## src/rtl/button_event_fsm.sv

```systemverilog
// Debounced push-button level to clk-domain event pulses (press, release,
// long-press, auto-repeat) with a wrapping press counter.
module button_event_fsm #(
  parameter int LONG_CYCLES   = 100_000_000,
  parameter int REPEAT_CYCLES = 20_000_000,
  parameter int CNT_W         = 8
) (
  input  logic             clk,
  input  logic             clr,
  input  logic             btn_in,
  input  logic             en,
  output logic             press_pulse,
  output logic             release_pulse,
  output logic             long_pulse,
  output logic             repeat_pulse,
  output logic             held,
  output logic [CNT_W-1:0] press_count
);

  localparam int HW = (LONG_CYCLES > 1) ? $clog2(LONG_CYCLES) : 1;
  localparam int RW = (REPEAT_CYCLES > 1) ? $clog2(REPEAT_CYCLES) : 1;
  localparam logic [HW-1:0] HOLD_LAST = HW'(LONG_CYCLES - 1);
  localparam logic [RW-1:0] REP_LAST  = RW'(REPEAT_CYCLES - 1);

  typedef enum logic [1:0] {IDLE, PRESSED, LONG_HELD, WAIT_REL} state_t;

  state_t           state, state_nxt;
  logic             btn_p0, btn_p1;
  logic [HW-1:0]    hold_cnt, hold_nxt;
  logic [RW-1:0]    rep_cnt, rep_nxt;
  logic [CNT_W-1:0] cnt_nxt;
  logic             press_nxt, release_nxt, long_nxt, repeat_nxt, held_nxt;

  // Counters stop at their threshold so they can never wrap back into range.
  function automatic logic [HW-1:0] hold_inc(input logic [HW-1:0] c);
    return (c == HOLD_LAST) ? c : c + HW'(1);
  endfunction

  function automatic logic [RW-1:0] rep_inc(input logic [RW-1:0] c);
    return (c == REP_LAST) ? c : c + RW'(1);
  endfunction

  // Stage p0/p1: two-flop synchroniser, btn_p1 is the clk-domain level
  always_ff @(posedge clk or posedge clr) begin
    if (clr) begin
      btn_p0 <= 1'b0;
      btn_p1 <= 1'b0;
    end else begin
      btn_p0 <= btn_in;
      btn_p1 <= btn_p0;
    end
  end

  always_comb begin
    state_nxt   = state;
    hold_nxt    = hold_cnt;
    rep_nxt     = rep_cnt;
    cnt_nxt     = press_count;
    press_nxt   = 1'b0;
    release_nxt = 1'b0;
    long_nxt    = 1'b0;
    repeat_nxt  = 1'b0;
    if (!en) begin
      // Parking in WAIT_REL while pressed forces a fresh release/press cycle.
      state_nxt = btn_p1 ? WAIT_REL : IDLE;
    end else begin
      case (state)
        IDLE: begin
          if (btn_p1) begin
            state_nxt = PRESSED;
            press_nxt = 1'b1;
            cnt_nxt   = press_count + CNT_W'(1);
            hold_nxt  = '0;
          end
        end
        PRESSED: begin
          hold_nxt = hold_inc(hold_cnt);
          if (!btn_p1) begin
            state_nxt   = IDLE;
            release_nxt = 1'b1;
          end else if (hold_cnt == HOLD_LAST) begin
            state_nxt = LONG_HELD;
            long_nxt  = 1'b1;
            rep_nxt   = '0;
          end
        end
        LONG_HELD: begin
          rep_nxt = rep_inc(rep_cnt);
          if (!btn_p1) begin
            state_nxt   = IDLE;
            release_nxt = 1'b1;
          end else if (rep_cnt == REP_LAST) begin
            repeat_nxt = 1'b1;
            rep_nxt    = '0;
          end
        end
        WAIT_REL: begin
          if (!btn_p1) state_nxt = IDLE;
        end
        default: state_nxt = IDLE;
      endcase
    end
    held_nxt = (state_nxt == PRESSED) || (state_nxt == LONG_HELD);
  end

  // Stage p2: FSM state, counters and registered event outputs
  always_ff @(posedge clk or posedge clr) begin
    if (clr) begin
      state         <= IDLE;
      hold_cnt      <= '0;
      rep_cnt       <= '0;
      press_count   <= '0;
      press_pulse   <= 1'b0;
      release_pulse <= 1'b0;
      long_pulse    <= 1'b0;
      repeat_pulse  <= 1'b0;
      held          <= 1'b0;
    end else begin
      state         <= state_nxt;
      hold_cnt      <= hold_nxt;
      rep_cnt       <= rep_nxt;
      press_count   <= cnt_nxt;
      press_pulse   <= press_nxt;
      release_pulse <= release_nxt;
      long_pulse    <= long_nxt;
      repeat_pulse  <= repeat_nxt;
      held          <= held_nxt;
    end
  end

endmodule

```

## config.mk

```make
export PLATFORM = sky130hd
export DESIGN_NAME = button_event_fsm
export DESIGN_NICKNAME = d
export VERILOG_FILES = /design/src/rtl/button_event_fsm.sv
export SDC_FILE = /design/constraint.sdc
export NUM_CORES = 1
export LEC_CHECK = 0
export CORE_AREA = 2 2 92 94
export CTS_BUF_LIST = sky130_fd_sc_hd__clkbuf_8
export DETAILED_ROUTE_END_ITERATION = 12
export DIE_AREA = 0 0 94 96
export DONT_BUFFER_PORTS = 1
export GPL_ROUTABILITY_DRIVEN = 0
export HOLD_SLACK_MARGIN = 0.06
export PLACE_DENSITY_LB_ADDON = 0.25
export REMOVE_ABC_BUFFERS = 1
export SETUP_SLACK_MARGIN = 0.15
export SLEW_MARGIN = 40
export SYNTH_ARGS = -nofsm -noshare
export SYNTH_HDL_FRONTEND = slang
export SYNTH_SLANG_ARGS = --single-unit
```

## constraint.sdc

```tcl
create_clock -name clk -period 2.2 [get_ports clk]
set_input_delay 0.55 -clock clk [delete_from_list [all_inputs] [get_ports clk]]
set_output_delay 0.55 -clock clk [all_outputs]
set_load 0.1 [all_outputs]
```

==> impl_results.md <==
- Nature of the critical path startpoint: flip-flop
- Compound-Gate Fraction of Synth Area: 16.4%
- FMAX: 466 MHz
- Num CTS Buffers: 9
- Fin crit share: 97.5%
- # port buffers: 0
- CP startpoint: rep_cnt[21]
- Crit path max fanout: 2
- First-pass GRT wire length: 16.2 mm
- Syn-to-layout area delta: 32.5%
- Power Density: 649 nW/µm²
- I/O pin count: 17
- P_leak: 2.34 nW
- Synth cell count leaders: dfrtp_1 (69), nor2_1 (47), nand2_1 (31)
- Initial antenna violation count: 0
- Setup TNS: 0 ns
- Post-synth top area share: 44.0%
- Initial Utilization: 48.7%
- DP HPWL: 6.36 mm
- Peak supply drop: 0.899 mV
- Post-synth top area cell: dfrtp_1
- Fillers: 631
- GR Util All Layers: 22.7%
- Setup Viol. Count Final: 0
- Die area: 9020 µm²
- Crit end category: flip-flop
- Yosys warns: 0
- Clock Tree Buf Depth: 2
- Largest cells by area after synthesis: dfrtp_1 (44%), nor2_1 (4.5%), xor2_1 (4.0%)
- CP Data Required Time: 2.43 ns
- Slew headroom: 57.2%
- 1st-iter DRT viols: 163
- Synth Area in Adders: 2.55%
- Largest family of logic cells by synthesized area: simple AND/OR/NAND/NOR gates
- Post-synth EDFFs: 0
- Core area: 8050 µm²
- Diode count: 0
- Layout cells sized above 1: 33.4%
- Yosys reg bits: 69
- Row cnt: 33
- Syn avg cell area: 9.41 µm²
- Mapped Cells: 417
- Async SR Flop Fraction: 100%
- Data arrival time of the worst path: 2.37 ns
- Vias in the first global route: 3430
- Simple-Gate Fraction of Synth Area: 26.2%
- Nets: 516
- Final wirelength: 9.88 mm
- Worst Hold Class: primary input to async pin
- Vias/cell: 5.75
- Total gr overflow: 0
- Max Slew Vio Count: 0
- Clk pin slew, worst setup/hold paths: 0.08 ns
- Largest net degree at the start of global routing: 54
- Slew @ Worst Pin: 0.639 ns
- Mapped Area: 3930 µm²
- Die Y: 96 µm
- Most frequent cell after synthesis: dfrtp_1
- Crit path time final: 2.15 ns
- Detail Route Antenna Nets: 0
- RR Startpoint: rep_cnt[21]
- Via count: 3531
- Outcome: completed
- H-tree Lvls: 3
- Clk sinks: 69
- Clock skew: 0.00895 ns
- Netlist cell types: 56
- Die width: 94 µm
- Synth Area in XOR/XNOR: 6.92%
- CTS tree: done
- Clock root cell: clkbuf_8
- Post-synthesis mux area share: 0.287%
- DR pass1 iterations: 4
- RSZ-0062 raised after global routing: yes
- Fin. Hold Viols: 0
- Seq/Total Area, Yosys: 44.0%
- Residual DRC: 0
- Layout Utilization: 64.6%
- Synth Flop Type: dfrtp_1
- Critical path class: flip-flop to flip-flop
- Wire per inst: 16.1 µm
- Clock latency on the worst-skew pair: 0.34 ns
- Max-Cap Viols: 0
[placed cells by master, fill, tap and decap left out, types with 9 or more instances in the layout]
master    count
o31ai_2      11
nand3_1      24
buf_6         9
inv_1        11
nand2_1      31
nor2_1       44
buf_4        81
clkbuf_8     10
xor2_1       18
dfrtp_1      68
nand4_1      22
xnor2_1      13
and3_1       10
o21ai_1      16
[where the power goes]
| part | internal [mW] | total, mW | switching (mW) |
|---|---|---|---|
| logic | 0.331 | 1.01 | 0.676 |
| clock network | 0.445 | 0.955 | 0.510 |
| registers | 1.35 | 1.41 | 0.0571 |
| total | 2.13 | 3.37 | 1.24 |
[stage by stage]
step / cells / instance area, µm² / setup WS [ns] / hold slack (ns) / total power, mW
3_3_place_gp: 582 / 4610 / -0.0406 / 0.363 / 2.36
4_1_cts: 611 / 4960 / 0.0345 / 0.0726 / 3.36
6_report: 614 / 5200 / 0.0549 / 0.0721 / 3.37
5_1_grt: 614 / 5200 / -0.0278 / 0.0767 / 3.56
2_1_floorplan: 396 / 3820 / -0.845 / 0.331 / 2.08
3_5_place_dp: 582 / 4610 / -0.148 / 0.358 / 2.37
[worst paths after layout]
kind / slack (ns) / cells past startpoint / to
min in group clk: 0.23 / 0 / btn_p0
setup / recovery: 0.05 / 7 / rep_cnt[0]
setup reg to reg: 0.05 / 7 / rep_cnt[0]
max in group asynchronous: 1.51 / 2 / held
hold reg to reg: 0.38 / 0 / btn_p1
hold / removal: 0.07 / 1 / rep_cnt[19]
[kinds of logic after synthesis]
family	Yosys count
AOI/OAI and AO/OA	84
xor gates and xnor gates	31
adders and majority gates	8
buffers and inverters	33
DFF	69
muxes	1
and+or+nand+nor	191
[layout make-up]
| class | instances | area (µm²) | share of cell area, % |
|---|---|---|---|
| clock buffer | 10 | 138 | 2.65 |
| sequential | 69 | 1730 | 33.2 |
| timing repair buffer | 97 | 845 | 16.2 |
| inverter | 12 | 45.0 | 0.866 |
| clock inverter | 6 | 47.5 | 0.915 |
| multi-input combinational | 315 | 2260 | 43.6 |
| tap | 105 | 131 | 2.53 |
[repair_timing]
| action | CTS | global route |
|---|---|---|
| endpoints found under the setup margin | 26 | 45 |
| gates resized for setup | 17 | 56 |
| pin swaps | 5 | 18 |
| gates cloned | 1 | 1 |
| hold buffers | 0 | 0 |
| setup buffers | 12 | 2 |
[flip-flops by register name, indices dropped and copies added (netlist names)]
name and count:
hold_cnt 27, state 2, btn_p0 1, press_pulse 1, repeat_pulse 1, held 1
rep_cnt 25, btn_p1 1, release_pulse 1, long_pulse 1, press_count 8
[metal layers]
| layer | global-route usage (%) | wire length (µm) |
|---|---|---|
| met1 | 28.8 | 4340 |
| met2 | 39.8 | 5160 |
| met3 | 4.70 | 323 |
| met4 | 5.56 | 44 |
| met5 | 0 | 0 |
[critical path, cell delays in order, from the launching register on]
cell and delay [ns]:
dfrtp_1 0.36, nand2_1 0.08, or4_4 0.49, or4_4 0.59, ha_4 0.29, nor2_2 0.03
a21oi_1 0.11, o31ai_1 0.07
(Power assumes the default switching activity.)
